### config.mk
export PLATFORM = sky130hd
export DESIGN_NAME = control_paralelo_serial
export DESIGN_NICKNAME = d
export VERILOG_FILES = /design/src/rtl/paralelo_serial_pkg.sv /design/src/rtl/arbitro_rr.sv /design/src/rtl/control_paralelo_serial.sv
export SDC_FILE = /design/constraint.sdc
export NUM_CORES = 1
export LEC_CHECK = 0
export ABC_AREA = 1
export CORE_ASPECT_RATIO = 0.9
export CORE_MARGIN = 2
export CORE_UTILIZATION = 37
export DETAILED_ROUTE_END_ITERATION = 10
export HOLD_SLACK_MARGIN = 0.08
export PLACE_DENSITY = 0.74
export SLEW_MARGIN = 20
export SYNTH_ARGS = -nofsm -noshare
export SYNTH_HDL_FRONTEND = slang
export SYNTH_SLANG_ARGS = --single-unit
### constraint.sdc
create_clock -name clk_4f -period 1.46 [get_ports clk_4f]
set_input_delay 0.292 -clock clk_4f [delete_from_list [all_inputs] [get_ports clk_4f]]
set_output_delay 0.292 -clock clk_4f [all_outputs]
set_load 0.005 [all_outputs]
### src/rtl/paralelo_serial_pkg.sv
// Shared symbols and state encoding for the parallel-to-serial front-end control.
package paralelo_serial_pkg;

    typedef enum logic [0:0] {
        ST_SYNC   = 1'b0,
        ST_ACTIVE = 1'b1
    } state_t;

    localparam logic [7:0] COM = 8'hBC;
    localparam logic [7:0] SKP = 8'h1C;

    function automatic logic [1:0] owner_onehot(input logic owner);
        return owner ? 2'b10 : 2'b01;
    endfunction

endpackage

### src/rtl/arbitro_rr.sv
// Two-way round-robin arbiter with burst limit; select is one-hot or 00 when nobody is valid.
module arbitro_rr #(
    parameter int MAX_BURST = 4,
    parameter int CNT_W     = $clog2(MAX_BURST + 1)
) (
    input  logic [1:0]       valid,
    input  logic             owner,
    input  logic [CNT_W-1:0] burst_cnt,
    output logic [1:0]       select
);
    import paralelo_serial_pkg::*;

    localparam logic [CNT_W-1:0] MAX_CNT  = CNT_W'(MAX_BURST);
    localparam logic [CNT_W-1:0] ZERO_CNT = CNT_W'(0);

    logic w_keep;

    // Contention decision; a zero count means no burst is open, so the non-owner goes first
    always_comb begin
        select = 2'b00;
        w_keep = (burst_cnt != ZERO_CNT) && (burst_cnt < MAX_CNT);
        case (valid)
            2'b01:   select = 2'b01;
            2'b10:   select = 2'b10;
            2'b11: begin
                if (w_keep) begin
                    select = owner_onehot(owner);
                end else begin
                    select = owner_onehot(~owner);
                end
            end
            default: select = 2'b00;
        endcase
    end

endmodule

### src/rtl/control_paralelo_serial.sv
// Byte-level control in front of the parallel-serial converter: COM sync, two-requester arbitration.
// Optional macro SKP_INSERT_EN adds periodic SKP slots every SKP_INTERVAL active cycles.
module control_paralelo_serial
    import paralelo_serial_pkg::*;
#(
    parameter int SYNC_LEN     = 4,
    parameter int MAX_BURST    = 4,
    parameter int SKP_INTERVAL = 16
) (
    input  logic       clk_4f,
    input  logic       reset,
    input  logic       req0_valid,
    input  logic       req1_valid,
    input  logic [7:0] req0_data,
    input  logic [7:0] req1_data,
    output logic       req0_ready,
    output logic       req1_ready,
    output logic [7:0] data_out,
    output logic       valid_out,
    output logic [1:0] grant,
    output logic       sync_done
);

    localparam int CNT_W  = $clog2(MAX_BURST + 1);
    localparam int SYNC_W = (SYNC_LEN > 1) ? $clog2(SYNC_LEN) : 1;

    localparam logic [CNT_W-1:0]  MAX_CNT   = CNT_W'(MAX_BURST);
    localparam logic [CNT_W-1:0]  ONE_CNT   = CNT_W'(1);
    localparam logic [CNT_W-1:0]  ZERO_CNT  = CNT_W'(0);
    localparam logic [SYNC_W-1:0] SYNC_LAST = SYNC_W'(SYNC_LEN - 1);
    localparam logic [SYNC_W-1:0] SYNC_ONE  = SYNC_W'(1);
    localparam logic [SYNC_W-1:0] SYNC_ZERO = SYNC_W'(0);

    if (SYNC_LEN < 1 || MAX_BURST < 1 || SKP_INTERVAL < 2) begin : g_param_check
        $error("control_paralelo_serial: invalid parameter value");
    end

    state_t            r_state;
    state_t            w_state_nxt;
    logic [SYNC_W-1:0] r_sync_cnt;
    logic [SYNC_W-1:0] w_sync_cnt_nxt;
    logic [CNT_W-1:0]  r_burst_cnt;
    logic [CNT_W-1:0]  w_burst_nxt;
    logic              r_owner;
    logic              w_owner_nxt;
    logic [7:0]        r_data_out;
    logic [7:0]        w_data_nxt;
    logic              r_valid_out;
    logic              w_valid_nxt;
    logic [1:0]        r_grant;
    logic [1:0]        w_grant_nxt;
    logic [1:0]        w_select;
    logic [1:0]        w_ready;
    logic              w_taker;
    logic              w_skip_slot;

    arbitro_rr #(
        .MAX_BURST (MAX_BURST),
        .CNT_W     (CNT_W)
    ) u_arbitro_rr (
        .valid     ({req1_valid, req0_valid}),
        .owner     (r_owner),
        .burst_cnt (r_burst_cnt),
        .select    (w_select)
    );

`ifdef SKP_INSERT_EN
    localparam int SKP_W = $clog2(SKP_INTERVAL);
    localparam logic [SKP_W-1:0] SKP_LAST = SKP_W'(SKP_INTERVAL - 1);
    localparam logic [SKP_W-1:0] SKP_ONE  = SKP_W'(1);
    localparam logic [SKP_W-1:0] SKP_ZERO = SKP_W'(0);

    logic [SKP_W-1:0] r_skp_cnt;
    logic             r_skp_slot;

    // Active-cycle counter; it holds during the skip slot so slots recur every SKP_INTERVAL+1 cycles
    always_ff @(posedge clk_4f or posedge reset) begin
        if (reset) begin
            r_skp_cnt  <= SKP_ZERO;
            r_skp_slot <= 1'b0;
        end else if (r_state == ST_ACTIVE && !r_skp_slot) begin
            if (r_skp_cnt == SKP_LAST) begin
                r_skp_cnt  <= SKP_ZERO;
                r_skp_slot <= 1'b1;
            end else begin
                r_skp_cnt  <= r_skp_cnt + SKP_ONE;
                r_skp_slot <= 1'b0;
            end
        end else begin
            r_skp_slot <= 1'b0;
        end
    end

    assign w_skip_slot = r_skp_slot;
`else
    assign w_skip_slot = 1'b0;
`endif

    // Next-state, arbitration bookkeeping and next output byte
    always_comb begin
        w_state_nxt    = r_state;
        w_sync_cnt_nxt = r_sync_cnt;
        w_burst_nxt    = r_burst_cnt;
        w_owner_nxt    = r_owner;
        w_data_nxt     = COM;
        w_valid_nxt    = 1'b0;
        w_grant_nxt    = 2'b00;
        w_ready        = 2'b00;
        w_taker        = 1'b0;
        case (r_state)
            ST_SYNC: begin
                if (r_sync_cnt == SYNC_LAST) begin
                    w_state_nxt    = ST_ACTIVE;
                    w_sync_cnt_nxt = SYNC_ZERO;
                end else begin
                    w_sync_cnt_nxt = r_sync_cnt + SYNC_ONE;
                end
            end
            ST_ACTIVE: begin
                if (w_skip_slot) begin
                    w_data_nxt = SKP;
                end else if (w_select != 2'b00) begin
                    w_ready     = w_select;
                    w_taker     = w_select[1];
                    w_data_nxt  = w_taker ? req1_data : req0_data;
                    w_valid_nxt = 1'b1;
                    w_grant_nxt = w_select;
                    if (w_taker == r_owner) begin
                        // Owner at the limit with no contender restarts its burst instead of saturating
                        if (r_burst_cnt >= MAX_CNT) begin
                            w_burst_nxt = ONE_CNT;
                        end else begin
                            w_burst_nxt = r_burst_cnt + ONE_CNT;
                        end
                    end else begin
                        w_owner_nxt = w_taker;
                        w_burst_nxt = ONE_CNT;
                    end
                end else begin
                    w_burst_nxt = ZERO_CNT;
                end
            end
            default: begin
                w_state_nxt    = ST_SYNC;
                w_sync_cnt_nxt = SYNC_ZERO;
            end
        endcase
    end

    // State register, counters and registered output byte
    always_ff @(posedge clk_4f or posedge reset) begin
        if (reset) begin
            r_state     <= ST_SYNC;
            r_sync_cnt  <= SYNC_ZERO;
            r_burst_cnt <= ZERO_CNT;
            r_owner     <= 1'b1;
            r_data_out  <= COM;
            r_valid_out <= 1'b0;
            r_grant     <= 2'b00;
        end else begin
            r_state     <= w_state_nxt;
            r_sync_cnt  <= w_sync_cnt_nxt;
            r_burst_cnt <= w_burst_nxt;
            r_owner     <= w_owner_nxt;
            r_data_out  <= w_data_nxt;
            r_valid_out <= w_valid_nxt;
            r_grant     <= w_grant_nxt;
        end
    end

    assign req0_ready = w_ready[0];
    assign req1_ready = w_ready[1];
    assign data_out   = r_data_out;
    assign valid_out  = r_valid_out;
    assign grant      = r_grant;
    assign sync_done  = (r_state == ST_ACTIVE);

endmodule
==> qor.csv <==
metric,value,unit
Crit Path Class,reg -> out,
DRT Pass-1 Iters,4,
Worst Reg-to-Reg Cells,12,
worst-margin pin slew,242,ps
VDD IR max,0.780,mV
Syn. warnings,0,
# IOs,34,
TritonCTS clock tree,yes,
Initial Utilization,38.3,%
Mapped Area,813,µm²
number of synthesized flops with an enable pin,0,
Post-Synthesis Cells,90,
Leak,0.736,nW
WP data required,1170,ps
Seq cells post-synth,18,
Row Count,16,
origin of the critical flop-to-flop path,r_burst_cnt[0]$_DFFE_PP0P_,
routability-driven placement congestion ratio,0.729,
clock transition at the registers of the reported paths,110,ps
GRT Overall Usage,18.1,%
"setup slack, reg-to-reg",-120,ps
CTS Sinks,18,
CTS Root Cell,clkbuf_4,
top-count cell post-synth,nand2_1,
CTS H-Tree Depth,1,
Vias,808,
crit path cell chain,inv_2 > ha_4 > o21ai_2 > nand3_2 > buf_6 > nand2_4 > inv_4 > nor2_4 > buf_2,
synth cell count leaders,"nand2_1, dfrtp_1, nor2_1",
async set or reset register ratio after synthesis,100,%
vias in the first global route,797,
Max-cap violations,0,
DPL Wire Length,1460,µm
Layout Skew,7.74,ps
"Buf+Inv Stages, Crit Path",4,
synth top area cells,"dfrtp_1, dfstp_2, nand2_1, nand3_1, ha_1",
CTS Buf Count,3,
WL/cell,12.1,µm
Worst Path Arrival,1550,ps
Area Overhead vs Synth,74.9,%
Hold Buf Count CTS,0,
chip height,48.5,µm
Critical Path Slowest Stage Cell,dfrtp_1,
core area,2120,µm²
routed wire length,2150,µm
Most used DFF post-synth,dfrtp_1,
Final min period,1840,ps
PD cells,1390,nW/µm²
fmax,544,MHz
RSZ-0062 raised after global routing,true,
pins over their slew limit,0,
first-pass GRT wire length,3440,µm
slew margin rel.,83.9,%
Final #Nets,175,
Min-Delay Path Class,in -> async,
final hold vios,0,
Synth top area share,36.9,%
Iter 0 DRT Violations,9,
sequential share of the synthesized area,56.3,%
# setup viols final,9,
failing checks,negative setup slack,
clk buf depth,2,
routed vias/inst,4.54,
pin count of the biggest net entering global routing,19,
PnR worst setup slack,-379,ps
DRC viols,0,
clk_lat worst skew,290,ps
area of the die,2590,µm²
GRT overflow,0,
worst-path fanout max,2,
Avg Inst Size Synth,9.04,µm²
initial antenna violation count,0,
share of cells above drive strength 1,35.8,%
Synth area leader,dfrtp_1,
top cell family by delay on the critical path,flip-flops,
die width,53.4,µm
PortBufs,33,
syn_nets,113,
Worst path max stage delay,380,ps
Place WS,-594,ps
Layout Cells excl Fill,178,
status,"complete, but fails checks",
Setup crit end kind,output pin,
FF-to-FF End,r_owner$_DFFE_PP1P_,
dpl cells,164,
antenna-violating nets left,0,
Tcrit/Tclk final,126,%
number of unique standard cell types used by synthesis,18,
CP Launch Type,flip-flop,
ANT cells,0,
-- through the flow --
| stage | utilization (%) | hold WS (ps) | setup TNS, ps | power (mW) | instance area (µm²) |
|---|---|---|---|---|---|
| floorplan | - | 226 | 0 | 1.05 | 813 |
| global placement | 60.4 | 464 | -1040 | 1.47 | 1280 |
| detailed placement | 60.4 | 474 | -1350 | 1.51 | 1280 |
| CTS | 64.9 | 310 | -685 | 1.87 | 1380 |
| global route | 67.0 | 345 | -2240 | 2.14 | 1420 |
| finish | 67.0 | 312 | -1140 | 1.98 | 1420 |
-- how the worst max path moves through the flow --
stage                               startpoint    endpoint  slack, ps  cells past startpoint
floorplan           r_burst_cnt[0]$_DFFE_PP0P_  req1_ready          8                      7
global placement                    req1_valid  req1_ready       -510                      6
detailed placement                  req1_valid  req1_ready       -590                      6
CTS                 r_burst_cnt[0]$_DFFE_PP0P_  req1_ready       -380                      9
global route        r_burst_cnt[0]$_DFFE_PP0P_  req1_ready       -470                      9
finish              r_burst_cnt[0]$_DFFE_PP0P_  req1_ready       -380                      9
-- where the power goes --
group          switching (mW)  internal, mW  total (mW)
combinational           0.446         0.579        1.02
sequential             0.0506         0.644       0.695
clock                   0.151         0.106       0.257
-- repair_timing --
item,CTS,global route
gates resized for setup,23,9
setup endpoints to repair,10,17
buffers inserted,6,4
pin swaps,4,5
-- cells in the final DEF, fill, tap and decap left out, drive strengths merged, types with 6 or more instances in the layout --
cell type / synthesis / routed
nand2: 27 / 27
buf: 1 / 26
clkdlybuf4s50: 0 / 22
dfrtp: 12 / 12
nor2: 11 / 11
inv: 11 / 11
nand3: 9 / 9
dfstp: 6 / 6
dlygate4sd2: 0 / 6
o21ai: 6 / 6
-- cell type report --
| class | instances | area, µm² |
|---|---|---|
| fill | 173 | 699 |
| tap | 27 | 33.8 |
| clock buffer | 4 | 26.3 |
| multi-input combinational | 60 | 345 |
| timing repair buffer | 58 | 515 |
| sequential | 18 | 458 |
| inverter | 11 | 43.8 |
-- layer usage --
layer / track usage [%] / vias to the layer above / wire length, µm
met1: 20.4 / 386 / 874
met5: 0 / - / 0
met3: 1.85 / 2 / 67
met4: 6.41 / 0 / 21
met2: 33.7 / 15 / 1190
li1: - / 405 / -
-- tightest hold or removal path: stages --
cell and delay (ps):
clkdlybuf4s50_1 400, inv_1 50, buf_4 250
-- cell families (layout without fill, tap and decap cells) --
logic type               after synthesis  count (layout)  synth area share (%)
adder cells (fa/ha/maj)                3               3                  4.62
AO/OA/AOI/OAI                          9               9                  7.08
flip-flops                            18              18                  56.3
AND/OR/NAND/NOR                       48              48                  25.7
buffers and inverters                 12              73                  6.31
-- flip-flops by register name, indices dropped and copies added (netlist names) --
register / cells
data_out: 8
r_burst_cnt: 3
grant: 2
r_sync_cnt: 2
r_owner: 1
sync_done: 1
valid_out: 1
Note: power is estimated with default switching activity, not from simulation.
